$ cat src/rtl/first_counter_pkg.sv
// first_counter_pkg: shared FSM state encoding and default width for the first_* up/down counters
package first_counter_pkg;
  localparam int DEFAULT_WIDTH = 4;
  typedef enum logic [1:0] {IDLE = 2'd0, RUN = 2'd1, DONE = 2'd2} state_t;
endpackage

$ cat src/rtl/first_prescaler.sv
// first_prescaler: divides enabled cycles by PRESCALE into one-cycle ticks; ports clk reset(async low) en clr -> tick
module first_prescaler #(
  parameter int PRESCALE = 4
) (
  input  logic clk,
  input  logic reset,
  input  logic en,
  input  logic clr,
  output logic tick
);
  localparam int PW = $clog2(PRESCALE);
  logic [PW-1:0] cnt;
  assign tick = en && cnt == PW'(PRESCALE - 1);
  always_ff @(posedge clk or negedge reset)
    if (!reset) cnt <= '0;
    else if (clr) cnt <= '0;
    else if (en) cnt <= tick ? '0 : cnt + 1'b1;
endmodule

$ cat src/rtl/first_down_counter.sv
// first_down_counter: loadable down-counter/timer with sticky+pulsed underflow, stop or auto-reload; ports clk reset(async low) load load_value enable auto_reload underflow_clr -> counter_out underflow_out underflow_pulse busy; FIRST_DOWN_COUNTER_PRESCALE_EN enables the PRESCALE tick divider
module first_down_counter
  import first_counter_pkg::*;
#(
  parameter int WIDTH    = DEFAULT_WIDTH,
  parameter int PRESCALE = 4
) (
  input  logic             clk,
  input  logic             reset,
  input  logic             load,
  input  logic [WIDTH-1:0] load_value,
  input  logic             enable,
  input  logic             auto_reload,
  input  logic             underflow_clr,
  output logic [WIDTH-1:0] counter_out,
  output logic             underflow_out,
  output logic             underflow_pulse,
  output logic             busy
);
  state_t state, state_next;
  logic [WIDTH-1:0] reload, count_next;
  logic run_en, tick, uf;
  if (WIDTH < 2 || WIDTH > 16 || PRESCALE < 2 || PRESCALE > 256) begin : g_bad_param
    $error("first_down_counter: WIDTH or PRESCALE out of range");
  end
  assign run_en = enable && state == RUN && !load;
`ifdef FIRST_DOWN_COUNTER_PRESCALE_EN
  first_prescaler #(.PRESCALE(PRESCALE)) u_prescaler (
    .clk  (clk),
    .reset(reset),
    .en   (run_en),
    .clr  (load || state != RUN),
    .tick (tick)
  );
`else
  assign tick = run_en;
`endif
  assign uf = tick && counter_out == '0;
  always_ff @(posedge clk or negedge reset)
    if (!reset) state <= IDLE;
    else state <= state_next;
  always_comb begin
    state_next = load ? RUN : (uf && !auto_reload) ? DONE : state;
    count_next = load ? load_value : !tick ? counter_out : !uf ? counter_out - 1'b1 : auto_reload ? reload : '0;
  end
  always_comb busy = state == RUN;
  always_ff @(posedge clk or negedge reset)
    if (!reset) begin
      counter_out     <= '0;
      reload          <= '0;
      underflow_out   <= 1'b0;
      underflow_pulse <= 1'b0;
    end else begin
      counter_out     <= count_next;
      reload          <= load ? load_value : reload;
      underflow_out   <= uf || (underflow_out && !underflow_clr);
      underflow_pulse <= uf;
    end
endmodule

$ cat config.mk
export PLATFORM = sky130hd
export DESIGN_NAME = first_down_counter
export DESIGN_NICKNAME = d
export VERILOG_FILES = /design/src/rtl/first_counter_pkg.sv /design/src/rtl/first_prescaler.sv /design/src/rtl/first_down_counter.sv
export SDC_FILE = /design/constraint.sdc
export NUM_CORES = 1
export LEC_CHECK = 0
export ABC_AREA = 1
export ABC_CLOCK_PERIOD_IN_PS = 1360
export BUFFER_PORTS_ARGS = -buffer_cell sky130_fd_sc_hd__buf_2
export CAP_MARGIN = 10
export CORE_MARGIN = 3
export CORE_UTILIZATION = 45
export CTS_CLUSTER_SIZE = 25
export DETAILED_ROUTE_END_ITERATION = 8
export GPL_TIMING_DRIVEN = 0
export PLACE_DENSITY = 0.83
export SETUP_SLACK_MARGIN = 0.1
export SLEW_MARGIN = 20
export SYNTH_ARGS = -nofsm -noshare
export SYNTH_HDL_FRONTEND = slang
export SYNTH_SLANG_ARGS = --single-unit
$ cat constraint.sdc
create_clock -name clk -period 1.36 [get_ports clk]
set_clock_uncertainty 0.2 [all_clocks]
set_input_delay 0.34 -clock clk [delete_from_list [all_inputs] [get_ports clk]]
set_output_delay 0.34 -clock clk [all_outputs]
set_load 0.02 [all_outputs]
==> results.yml <==
drt:
  wl_mm: 1.60
  first_pass_iters: 4
  ant_nets: 0
  wire_per_inst_um: 12.5
  dr.first_iter.drc_count: 3
  drc: 0
  num_vias: 631
  vias_per_cell: 4.93
clocking:
  cts_tree: "built"
  cts-root-buf: "clkbuf_4"
  clk_latency_ns: 0.26
  cts_max_path_buffers: 2
  clk_transition_reported_paths_ns: 0.07
  cts_max_level: 1
  cts_buffers: 3
  cts.sinks: 12
grt:
  grt_pass1_vias: 612
  grt_pass1_wl_mm: 2.57
  track_usage_pct: 17.7
  grt_start_max_net_pins: 13
  grt_overflow_total: 0
  antenna_found_initial: 0
critical_path:
  critical_path_class: "reg2reg"
  worstReg2RegEnd: "counter_out[2]$_DFFE_PN0P_"
  startpoint_type: "register"
  crit_required_ns: 1.35
  crit_buf_inv: 1
  slowest_stage: "dfrtp_2"
  critPathMaxFanout: 8
  cp_data_arrival_time_ns: 1.51
  r2r_slack_ns: -0.16
  r2r_start: "counter_out[1]$_DFFE_PN0P_"
  slowest_delay_ns: 0.43
  crit_family: "flip-flops"
  rr_worst_depth: 8
  end_kind: "register"
  crit_chain: "inv_2 -> ha_4 -> nand2_4 -> nor2_4 -> nand2_4 -> nand2_1 -> nand2_1 -> a21oi_2"
die:
  die_w_um: 44.4
  core-area_mm2: 0.00135
  start_util_pct: 49.2
  die_y_um: 44.4
  fp.dieArea_mm2: 0.00197
  io_pins: 17
  num_rows: 13
logic_synthesis:
  netlist_instances: 85
  synth_top_cell_by_area: "dfrtp_1"
  synth_top_family_by_area: "simple AND/OR/NAND/NOR gates"
  yosys_warnings: 0
  yosys.area_share.simple_pct: 30.7
  synth_area_leaders: "dfrtp_1 (45%), nand2_1 (15%), nand3_1 (7.5%)"
  ys_types: 16
  synth_xor_xnor_area_share_pct: 1.32
  synth_fa_ha_area_share_pct: 3.77
  synth.area.mux_share_pct: 0
  yosysSeqAreaShare_pct: 45.2
  ys_ff_latch: 12
  netlist_area_um2: 664
  synth_compound_area_share_pct: 9.23
  yosysTopAreaCellShare_pct: 45.2
  syn-num-nets: 97
  syn_avg_cell_area_um2: 7.82
sta:
  max-slew-margin-rel_pct: 80.2
  setup_viol: 12
  finalHoldViolations: 0
  tightest_slew_ns: 0.297
  grt_setup_unrepaired: "yes"
  period_minus_slack_ns: 1.52
  setup_ws_ns: -0.164
  fin_crit_sh_pct: 112
  max_freq_mhz: 656
  slew_viol_final: 0
hold_path:
  min_path_type: "in2reg"
  hold_path_depth: 2
  worstHoldEndpoint: "underflow_out$_DFF_PN0_"
  hold_start: "underflow_clr"
power:
  power_leakage_nw: 0.503
  irDropWorstVdd_mv: 0.626
  power.density_mw_per_mm2: 1100
finish:
  final_common_cell: "nand2_1"
  area_growth_pct: 43.3
  final_cell_mix: "nand2_1 (24), buf_6 (9), nand3_1 (9), buf_4 (9), dfrtp_1 (9)"
  fill_cells: 107
  antennaDiodeCount: 0
  drive_gt1_share_pct: 44.2
  nNetsFinal: 127
  final_cells: 128
place:
  dp_hpwl_um: 1000
  place_inst: 115
  pre_cts_ws_ns: -0.125
  gp_congestion: 0.775
  port-buffer-count: 15
run:
  cap_violations: 0
outcome:
  status: "finished, violations left"
  violations: "setup timing"
## cells in the mapped netlist
| cell | count |
|---|---|
| nand2_1 | 27 |
| dfrtp_1 | 12 |
| inv_1 | 10 |
| nand3_1 | 10 |
| a21oi_1 | 8 |
| nor2_1 | 5 |
| ha_1 | 2 |
| nand2_4 | 2 |
| o21ai_0 | 2 |
| buf_4 | 1 |
| buf_6 | 1 |
| clkinv_4 | 1 |
| nor2_4 | 1 |
| o21ai_1 | 1 |
| o22ai_1 | 1 |
| xnor2_1 | 1 |
## how the worst max path moves through the flow
stage / startpoint / end / cells past startpoint
after global routing: state[1]$_DFFE_PN0P_ / counter_out[2]$_DFFE_PN0P_ / 6
after floorplan: counter_out[0]$_DFFE_PN0P_ / counter_out[0]$_DFFE_PN0P_ / 8
after CTS: counter_out[1]$_DFFE_PN0P_ / counter_out[0]$_DFFE_PN0P_ / 8
after detailed placement: counter_out[0]$_DFFE_PN0P_ / counter_out[0]$_DFFE_PN0P_ / 8
after global placement: counter_out[0]$_DFFE_PN0P_ / counter_out[3]$_DFFE_PN0P_ / 8
final: counter_out[1]$_DFFE_PN0P_ / counter_out[2]$_DFFE_PN0P_ / 8
## routing by layer
metal / vias to the layer above / GRT usage [%] / part of all wire (%)
met2: 11 / 28.8 / 49
met1: 290 / 23.5 / 47
li1: 326 / - / -
met3: 4 / 1.22 / 2.1
met4: 0 / 9.04 / 1.8
met5: - / 0 / 0
## through the flow
step	total power, mW	TNS, ns	instance area [um^2]	utilization, %	hold WS, ns
3_3_place_gp	0.704	-0.331	773	57.3	0.0276
2_1_floorplan	0.632	-0.274	679	-	-0.156
6_report	1.05	-1.03	952	70.5	0.0359
3_5_place_dp	0.711	-0.541	773	57.3	0.0334
5_1_grt	1.12	-1.63	952	70.5	0.0477
4_1_cts	0.998	-0.699	911	67.5	0.0328
## registers in the layout (all words and copies together) (netlist names)
| signal | flops |
|---|---|
| state | 2 |
| underflow_pulse | 1 |
| counter_out | 4 |
| underflow_out | 1 |
| reload | 4 |
## cell families (layout without fill, tap and decap cells)
family,after synthesis,in the layout
simple gates,45,45
buf+inv,13,41
compound gates,12,12
flops,12,12
xor+xnor,1,1
fa+ha+maj,2,2
## report_power, final
group          switching (mW)  internal [mW]
sequential             0.0450          0.398
combinational           0.202          0.195
clock                   0.108          0.102
## final cells by class
cell class	instances	area, um^2	area share (%)
Inverter	11	48.8	5.12
Multi-Input combinational cell	60	339	35.6
Timing Repair Buffer	25	200	21.0
Sequential cell	12	304	31.9
Tap cell	15	18.8	1.97
Clock buffer	3	22.5	2.37
Buffer	2	18.8	1.97
## worst register-to-register path, stage by stage, from the launching register on
cell and delay, ns:
dfrtp_2 0.43, inv_2 0.09, ha_4 0.15, nand2_4 0.05, nor2_4 0.13, nand2_4 0.11
nand2_1 0.07, nand2_1 0.07, a21oi_2 0.14
## timing repair
action | CTS | global route
setup buffers | 7 | 2
hold buffers | 1 | 0
pin swaps | 1 | 0
endpoints found under the hold margin | 12 | 0
endpoints found under the setup margin | 15 | 15
resized for setup | 18 | 11
(Power assumes the default switching activity.)
